===== config.mk =====
export PLATFORM = sky130hd
export DESIGN_NAME = cfa_grad_pipe
export DESIGN_NICKNAME = d
export VERILOG_FILES = /design/src/rtl/cfa_pkg.sv /design/src/rtl/cfa_abs_diff.sv /design/src/rtl/cfa_grad_pipe.sv
export SDC_FILE = /design/constraint.sdc
export NUM_CORES = 2
export LEC_CHECK = 0
export CORE_UTILIZATION = 30
export CTS_CLUSTER_SIZE = 24
export DETAILED_ROUTE_END_ITERATION = 8
export MAX_ROUTING_LAYER = met4
export SLEW_MARGIN = 15
export SYNTH_ARGS = -nofsm -noshare
export SYNTH_HDL_FRONTEND = slang
export SYNTH_SLANG_ARGS = --single-unit

===== constraint.sdc =====
create_clock -name clk -period 6.5 [get_ports clk]
set_input_delay 1.95 -clock clk [delete_from_list [all_inputs] [get_ports clk]]
set_output_delay 1.95 -clock clk [all_outputs]
set_load 0.01 [all_outputs]

===== src/rtl/cfa_pkg.sv =====
// -----------------------------------------------------------------------------
// cfa_pkg
// Shared definitions for the CFA gradient pipeline:
//   - clog2 helper (ceiling log2, constant-foldable)
//   - sum_w / grad_w width derivations used by the pipeline and its sub-module
//   - window-orientation mode encoding (row sums vs column sums)
// -----------------------------------------------------------------------------
package cfa_pkg;

    localparam logic MODE_ROW = 1'b0;
    localparam logic MODE_COL = 1'b1;

    function automatic int unsigned clog2(input int unsigned n);
        int unsigned r;
        r = 0;
        for (int unsigned i = 0; i < 32; i++) begin
            if ((32'd1 << i) < n) r = i + 1;
        end
        return r;
    endfunction

    // Width of one line sum: K pixels of pix_w bits each.
    function automatic int unsigned sum_w(input int unsigned pix_w, input int unsigned k);
        return pix_w + clog2(k);
    endfunction

    // Width of the gradient: K-1 absolute differences of sum_w bits each.
    function automatic int unsigned grad_w(input int unsigned pix_w, input int unsigned k);
        return sum_w(pix_w, k) + clog2(k - 1);
    endfunction

endpackage


===== src/rtl/cfa_abs_diff.sv =====
// -----------------------------------------------------------------------------
// cfa_abs_diff
// Combinational unsigned absolute difference |a - b|.
// Ports:
//   a_i   [SUM_W-1:0]  operand a
//   b_i   [SUM_W-1:0]  operand b
//   y_o   [SUM_W-1:0]  |a - b|
// -----------------------------------------------------------------------------
module cfa_abs_diff #(
    parameter int unsigned SUM_W = 15
) (
    input  logic [SUM_W-1:0] a_i,
    input  logic [SUM_W-1:0] b_i,
    output logic [SUM_W-1:0] y_o
);

    assign y_o = (a_i >= b_i) ? (a_i - b_i) : (b_i - a_i);

endmodule


===== src/rtl/cfa_grad_pipe.sv =====
// -----------------------------------------------------------------------------
// cfa_grad_pipe
// Three-stage valid/ready pipeline computing K line sums (rows or columns) of
// a KxK pixel window and the gradient sum_{i=1..K-1} |e_i - e_(i-1)|.
//   S1: capture window + mode
//   S2: line sums
//   S3: absolute differences, accumulate, (optional) clip -> output registers
//
// Optional build macro: CFA_GRAD_CLIP_EN -- clip grad_out to GRAD_MAX in S3.
//
// Ports:
//   clk        sole clock, rising edge
//   rst        synchronous active-high reset (priority over start)
//   start      single-cycle flush of all stages and win_cnt clear
//   in_valid   window valid
//   in_ready   window accepted when in_valid && in_ready
//   in_win     [K*K*PIX_W] row-major window, pixel[r][c] at index r*K+c
//   mode       0 = row sums, 1 = column sums (sampled with the window)
//   out_valid  result valid
//   out_ready  downstream accept
//   sums       [K*SUM_W] e0..e(K-1), LSB first
//   grad_out   [GRAD_W] gradient
//   win_cnt    [16] results delivered since reset/start (wraps)
// -----------------------------------------------------------------------------
module cfa_grad_pipe
    import cfa_pkg::*;
#(
    parameter int unsigned PIX_W    = 12,
    parameter int unsigned K        = 5,
    parameter int unsigned GRAD_MAX = 65535,
    localparam int unsigned SUM_W   = sum_w(PIX_W, K),
    localparam int unsigned GRAD_W  = grad_w(PIX_W, K)
) (
    input  logic                   clk,
    input  logic                   rst,
    input  logic                   start,
    input  logic                   in_valid,
    output logic                   in_ready,
    input  logic [K*K*PIX_W-1:0]   in_win,
    input  logic                   mode,
    output logic                   out_valid,
    input  logic                   out_ready,
    output logic [K*SUM_W-1:0]     sums,
    output logic [GRAD_W-1:0]      grad_out,
    output logic [15:0]            win_cnt
);

    localparam int unsigned WIN_W = K * K * PIX_W;

    if (K < 3 || K > 9 || GRAD_MAX == 0) begin : g_bad_param
        $error("cfa_grad_pipe: K must be 3..9 and GRAD_MAX nonzero");
    end

    // Stage registers
    logic                  s1_v_q, s1_v_d;
    logic [WIN_W-1:0]      s1_win_q;
    logic                  s1_mode_q;

    logic                  s2_v_q, s2_v_d;
    logic [K*SUM_W-1:0]    s2_sums_q, s2_sums_d;

    logic                  s3_v_q, s3_v_d;
    logic [K*SUM_W-1:0]    s3_sums_q;
    logic [GRAD_W-1:0]     s3_grad_q, s3_grad_d;

    logic [15:0]           cnt_q, cnt_d;

    // Handshake / advance terms: a stage moves only when its successor is
    // empty or moving in the same cycle.
    logic out_fire, adv3, adv2, acc_in;

    assign out_fire = s3_v_q & out_ready;
    assign adv3     = s2_v_q & (~s3_v_q | out_ready);
    assign adv2     = s1_v_q & (~s2_v_q | adv3);
    assign in_ready = ~rst & ~start & (~s1_v_q | adv2);
    assign acc_in   = in_valid & in_ready;

    always_comb begin
        s1_v_d = acc_in ? 1'b1 : (adv2 ? 1'b0 : s1_v_q);
        s2_v_d = adv2   ? 1'b1 : (adv3 ? 1'b0 : s2_v_q);
        s3_v_d = adv3   ? 1'b1 : (out_fire ? 1'b0 : s3_v_q);
        cnt_d  = out_fire ? cnt_q + 16'd1 : cnt_q;
    end

    // S2: line sums; mode selects whether line i walks a row or a column.
    logic [SUM_W-1:0] line_acc;
    int unsigned      idx;

    always_comb begin
        s2_sums_d = '0;
        line_acc  = '0;
        idx       = 0;
        for (int unsigned i = 0; i < K; i++) begin
            line_acc = '0;
            for (int unsigned j = 0; j < K; j++) begin
                case (s1_mode_q)
                    MODE_ROW: idx = i * K + j;
                    MODE_COL: idx = j * K + i;
                    default:  idx = i * K + j;
                endcase
                line_acc = line_acc + SUM_W'(s1_win_q[idx*PIX_W +: PIX_W]);
            end
            s2_sums_d[i*SUM_W +: SUM_W] = line_acc;
        end
    end

    // S3: adjacent-line absolute differences and their sum.
    logic [SUM_W-1:0] diff [K-1];

    for (genvar g = 0; g < K - 1; g++) begin : g_diff
        cfa_abs_diff #(
            .SUM_W(SUM_W)
        ) u_abs (
            .a_i(s2_sums_q[(g+1)*SUM_W +: SUM_W]),
            .b_i(s2_sums_q[g*SUM_W +: SUM_W]),
            .y_o(diff[g])
        );
    end

    logic [GRAD_W-1:0] grad_sum;

    always_comb begin
        grad_sum = '0;
        for (int unsigned i = 0; i < K - 1; i++) begin
            grad_sum = grad_sum + GRAD_W'(diff[i]);
        end
`ifdef CFA_GRAD_CLIP_EN
        // Compare at 64 bits so a GRAD_MAX above the GRAD_W range never clips.
        s3_grad_d = (64'(grad_sum) > 64'(GRAD_MAX)) ? GRAD_W'(GRAD_MAX) : grad_sum;
`else
        s3_grad_d = grad_sum;
`endif
    end

    always_ff @(posedge clk) begin
        if (rst) begin
            s1_v_q    <= 1'b0;
            s1_win_q  <= '0;
            s1_mode_q <= 1'b0;
            s2_v_q    <= 1'b0;
            s2_sums_q <= '0;
            s3_v_q    <= 1'b0;
            s3_sums_q <= '0;
            s3_grad_q <= '0;
            cnt_q     <= '0;
        end else begin
            if (start) begin
                s1_v_q <= 1'b0;
                s2_v_q <= 1'b0;
                s3_v_q <= 1'b0;
                cnt_q  <= '0;
            end else begin
                s1_v_q <= s1_v_d;
                s2_v_q <= s2_v_d;
                s3_v_q <= s3_v_d;
                cnt_q  <= cnt_d;
            end
            if (acc_in) begin
                s1_win_q  <= in_win;
                s1_mode_q <= mode;
            end
            if (adv2) s2_sums_q <= s2_sums_d;
            if (adv3) begin
                s3_sums_q <= s2_sums_q;
                s3_grad_q <= s3_grad_d;
            end
        end
    end

    assign out_valid = s3_v_q;
    assign sums      = s3_sums_q;
    assign grad_out  = s3_grad_q;
    assign win_cnt   = cnt_q;

endmodule


; ---- After elaboration in Yosys (flattened, before gate mapping)
; Cells that the tools add are included.
[totals]
regBits = 487
output_inout_bits = 110
elab_cells = 134
[classes]
add_sub_neg = 32
n_mul = 20
n_lt_le_gt_ge = 4
shifts = 20
mux = 30
n_bitwise = 15
n_reduce_logical = 4
[ops]
columns = operator, n
row1 = 300-bit by 33-bit variable part select with 12-bit output, 20
row2 = 32-bit one-hot mux with 2 select lines, 20
row3 = 32-bit by 2-bit multiplier with 30-bit output (second input constant), 20
row4 = 15-bit subtractor, 8
row5 = 14-bit by 12-bit adder with 15-bit output, 5
row6 = 15-bit by 12-bit adder with 15-bit output, 5
row7 = 13-bit by 12-bit adder with 14-bit output, 5
row8 = 12-bit by 12-bit adder with 13-bit output, 5
row9 = 15-bit greater-or-equal comparator, 4
row10 = 15-bit two-way mux, 4
row11 = 16-bit by 15-bit adder with 17-bit output, 1
row12 = 17-bit by 15-bit adder with 17-bit output, 1
row13 = 15-bit by 15-bit adder with 16-bit output, 1
row14 = 16-bit by 1-bit adder with 16-bit output (second input constant), 1
row15 = 1-bit bitwise AND, 6
row16 = 1-bit two-way mux, 6
row17 = 1-bit NOT, 6
row18 = 2-bit nonzero test, 3
row19 = 1-bit bitwise OR, 3
row20 = 2-bit OR reduction, 1

; ---- Logic depth before layout (Yosys ltp)
[logic_depth]
ltp_word = 9
depth_mapped = 26
ltp_nobuf = 25

; ---- By module
; A second synthesis with hierarchy kept.
[unflattened]
cells_unflattened = 4143
hier_area_um2 = 33992.6
[by_module_without_submodules]
columns = mod, n_inst, cells_each, area_per_inst_um2, seq_area_each_um2
row1 = cfa_grad_pipe, 1, 3315, 27896.8, 9749.4
row2 = cfa_abs_diff, 4, 207, 1524.0, 0.0

; ---- Least setup slack after synthesis
; No wires, ideal clock.
[synth_timing]
kind = reg-to-reg
start = register s2_sums_q[16]
end = register s3_grad_q[15] (netlist: grad_out[15])
setup_time_ps = 131
arrival_ps = 5439
path_slack_ps = 930
stages_incl_launch_ff = 24
path_buffers = 1
period_less_slack_ps = 5570
path_cell_list = dfxtp_1 > ha_1 > nor2b_1 > o21ai_1 > a2bb2oi_1 > o2bb2ai_1 > o211ai_2 > a31oi_4 > buf_6 > mux2_2 > fa_1 > inv_1 > fa_1 > inv_1 > ha_1 > fa_1 > a21o_1 > a21oi_1 > o211ai_1 > nand2_1 > o21ai_0 > a311oi_1 > xor2_1 > o31ai_1
[synth_between]
elab_chain_len = 5
[synth_lines]
columns = element, line_no
row1 = "start, declared", cfa_grad_pipe.sv:60  ; logic [K*SUM_W-1:0] s2_sums_q, s2_sums_d;
row2 = "start signal, assigned", cfa_grad_pipe.sv:162  ; if (adv2) s2_sums_q <= s2_sums_d;
row3 = 15-bit subtractor / 15-bit greater-or-equal comparator (equally long branches), cfa_abs_diff.sv:17  ; assign y_o = (a_i >= b_i) ? (a_i - b_i) : (b_i - a_i);
row4 = 15-bit two-way mux, cfa_abs_diff.sv:17
row5 = 15-bit by 15-bit adder with 16-bit output (*), cfa_grad_pipe.sv:125  ; grad_sum = grad_sum + GRAD_W'(diff[i]);
row6 = 16-bit by 15-bit adder with 17-bit output (*), cfa_grad_pipe.sv:125
row7 = 17-bit by 15-bit adder with 17-bit output (*), cfa_grad_pipe.sv:125
row8 = "end signal, assigned", cfa_grad_pipe.sv:165  ; s3_grad_q <= s3_grad_d;
row9 = "end, declared", cfa_grad_pipe.sv:64  ; logic [GRAD_W-1:0] s3_grad_q, s3_grad_d;
; Every way passes the cells marked *; elsewhere a longest branch is shown, timed or not.
; A chain may end at the register's enable or synchronous reset.

; ---- Worst setup path after layout
[layout_timing]
start = register s2_sums_q[1]
end = register s3_grad_q[15] (netlist: grad_out[15])
[layout_between]
elab_chain_len = 5
[layout_lines]
columns = element, line_no
row1 = 15-bit subtractor / 15-bit greater-or-equal comparator (equally long branches), cfa_abs_diff.sv:17
row2 = 15-bit two-way mux (*), cfa_abs_diff.sv:17
row3 = 15-bit by 15-bit adder with 16-bit output (*), cfa_grad_pipe.sv:125
row4 = 16-bit by 15-bit adder with 17-bit output (*), cfa_grad_pipe.sv:125
row5 = 17-bit by 15-bit adder with 17-bit output (*), cfa_grad_pipe.sv:125
; Marks and branches as above.

==> results.py <==
metrics = {
    "outcome": {
        "status": "completed",
    },
    "timing": {
        "finalSetupViolations": 0,
        "layout_min_cycle_time_ps": 5990,
        "fin_crit_sh": 0.922,
        "worst_slack_ps": 506,
        "drv_slew": 0,
        "fmax_ghz": 0.167,
        "rsz0062_at_grt": "false",
        "max_slew_margin": 0.256,
        "fin_skew_ps": 28.7,
        "finalSetupTns_ps": 0,
        "hold_violations": 0,
        "worstMarginPinSlew_ps": 1120,
    },
    "worst_setup_path": {
        "crit_fanout": 5,
        "arrival_ps": 6490,
        "cp.required_ps": 7000,
        "crit_path_end_kind": "register",
        "crit_type": "register to register",
        "slowest_stage": "fa_1",
        "critPathBufInv": 3,
        "crit_family": "compound AO/OA/AOI/OAI gates",
        "path_cells": "inv_1, ha_1, nor2b_1, o21ai_1, a2bb2oi_1, o2bb2ai_1, o211ai_2, a31oi_4, mux2_2, fa_1, inv_1, fa_1, inv_1, ha_1, fa_1, a21o_1, a21oi_1, o211ai_1, nand2_1, o21ai_0, a311oi_1, xor2_1, o31ai_1",
        "crit_path_start_kind": "register",
        "cpPeakStageDelay_ps": 540,
    },
    "logic_synthesis": {
        "yosys_warnings": 0,
        "synth-edff-count": 0,
        "synth_cells": 3864,
        "async_flop_share": 0,
        "ys.flop_type": "dfxtp_1",
        "netlist-cell-type-count": 78,
        "ys_ff_latch": 487,
        "synth.cell_area_um2": 32700,
        "ys_seq_area_frac": 0.298,
        "postSynthAreaPerCell_um2": 8.47,
        "synth_nets": 4592,
    },
    "pwr": {
        "netSwitchingFraction": 0.383,
        "p_int_mw": 7.57,
        "ir_drop_uv": 433,
        "clock_power_share": 0.287,
        "seqPwrFrac": 0.259,
        "pwr-share-comb": 0.454,
        "powerDensity_nw_per_um2": 304,
        "p_switching_mw": 4.70,
        "p_leak_nw": 16.4,
    },
    "global_routing": {
        "grt_pass1_wl_mm": 184,
        "grt_overflow_total": 0,
        "grt_pass1_vias": 27560,
        "grt_usage": 0.230,
        "grt_max_degree": 102,
        "antenna_found_initial": 0,
    },
    "cts": {
        "cts.repair.resized": 0,
        "cts_made_buffers": 58,
        "clockBufferDepth": 3,
        "cts.sinks": 487,
        "ctsHoldBuffers": 0,
        "cts_tree": "done",
        "htree_levels": 2,
        "clk_pin_slew_ps": 60,
        "cts_setup_buffers": 0,
        "cts_root_buffer": "clkbuf_16",
        "clk_latency_ps": 660,
    },
    "cells_and_area": {
        "final_cell_mix": "nand2_1, a21oi_1, dfxtp_1",
        "diodes": 0,
        "layout.cells.non_filler": 5641,
        "design_area_um2": 40400,
        "layout_commonest_cell": "nand2_1",
        "area_delta_synth_final_pct": 23.5,
        "drive_gt1_frac": 0.0918,
        "nets": 4918,
    },
    "worst_hold_path": {
        "worstHoldPathType": "register to register",
    },
    "die": {
        "die_area_um2": 110000,
        "die_w_um": 332,
        "initial_core_util": 0.304,
        "dieHeight_um": 332,
        "num_io_pins": 416,
        "rows": 120,
        "core_area_um2": 108000,
    },
    "detailed_routing": {
        "ant_nets": 0,
        "wl_per_cell_um": 22.5,
        "dr.pass1.iters": 6,
        "drt-initial-drc-count": 1983,
        "drc": 0,
        "totalWireLength_mm": 127,
        "vias_per_cell": 4.97,
        "vias": 28048,
    },
    "placed_design": {
        "io_buffer_count": 415,
        "post-place-ws_ps": 403,
        "place_inst": 5531,
        "place.gp.congestion": 1.03,
        "hpwl_mm": 104,
        "place_area_um2": 38400,
    },
    "run": {
        "cap_violations": 0,
    },
}
state kept, by name, indices dropped and copies added (netlist names):
name / cells
s1_mode_q: 1
s1_v_q: 1
sums: 75
s1_win_q: 300
s2_sums_q: 75
out_valid: 1
grad_out: 17
s2_v_q: 1
win_cnt: 16
stage by stage:
| stage | total power, mW | util | hold slack, ps |
|---|---|---|---|
| 3_3_place_gp | 8.86 | 0.356 | 443 |
| 5_1_grt | 13.1 | 0.375 | 465 |
| 3_5_place_dp | 8.82 | 0.356 | 446 |
| 2_1_floorplan | 7.19 | - | 436 |
| 6_report | 12.3 | 0.375 | 452 |
| 4_1_cts | 12.4 | 0.375 | 454 |
tightest hold or removal path, delay by kind of cell (launching register included):
family	cells	cell delay (ps)
simple gates	1	50
compound gates	1	50
flops	1	300
synth_stat cells, types with 6 or more instances:
cell type | instances | share of area
and3_1 | 13 | 0.0025
and4_1 | 12 | 0.0032
nand2b_1 | 25 | 0.0048
xnor2_1 | 63 | 0.017
a211oi_1 | 18 | 0.0041
nand2_1 | 913 | 0.10
clkbuf_1 | 164 | 0.019
or3_1 | 12 | 0.0023
a31oi_1 | 24 | 0.0046
dfxtp_1 | 487 | 0.30
nand4_1 | 19 | 0.0036
inv_1 | 279 | 0.032
o21a_1 | 23 | 0.0053
and2_1 | 7 | 0.0013
nor2b_1 | 21 | 0.0040
a221o_1 | 7 | 0.0021
nand3_1 | 25 | 0.0038
a221oi_1 | 6 | 0.0016
mux2i_1 | 96 | 0.029
or4_1 | 6 | 0.0014
o21ai_1 | 10 | 0.0015
o211ai_1 | 9 | 0.0021
mux2_2 | 188 | 0.065
nor3_1 | 20 | 0.0031
fa_1 | 213 | 0.13
a21oi_1 | 553 | 0.085
o21ai_0 | 71 | 0.011
o21bai_1 | 14 | 0.0032
xor2_1 | 48 | 0.013
ha_1 | 209 | 0.080
o31ai_1 | 14 | 0.0032
a21o_1 | 77 | 0.018
nor2_1 | 91 | 0.010
buf_2 | 45 | 0.0069
path summary, 6_finish.rpt:
kind	cells past startpoint	start	to	slack [ps]
min	2	sums[35]	sums[35]	450
min reg2reg	2	sums[35]	sums[35]	450
max reg2reg	23	s2_sums_q[1]	grad_out[15]	510
max	23	s2_sums_q[1]	grad_out[15]	510
power by group through the flow:
stage	Clock [mW]	Sequential, mW	Combinational (mW)
detailed placement	0	3.24	5.58
CTS	3.59	3.17	5.61
global route	3.69	3.19	6.23
global placement	0	3.24	5.62
floorplan	0	3.21	3.97
finish	3.52	3.17	5.58
kinds of logic (layout without fill, tap and decap cells):
kind of cell | count (synthesis) | after routing | synth area share
AND/OR/NAND/NOR | 1175 | 1175 | 0.148
buffers and inverters | 500 | 874 | 0.0603
XOR/XNOR | 111 | 111 | 0.0297
flip-flops | 487 | 487 | 0.298
AO/OA/AOI/OAI | 885 | 885 | 0.160
multiplexers | 284 | 284 | 0.0941
adder cells (fa/ha/maj) | 422 | 422 | 0.210
metal layers:
layer  global-route usage  wire (um)  vias to the layer above
met3               0.0222       5970                      134
met1                0.286      54500                    13499
met2                0.395      62700                      834
met5                    -          0                        -
met4               0.0641       3850                        0
li1                     -          -                    13581
layout make-up:
class | instances | area (um2)
fill | 10960 | 67200
multi-input combinational | 2877 | 21000
sequential | 487 | 9750
timing repair buffer | 487 | 4800
tap | 1403 | 1760
clock buffer | 76 | 1620
inverter | 279 | 1050
clock inverter | 32 | 417
No activity file was read; power rests on OpenSTA's default activity.
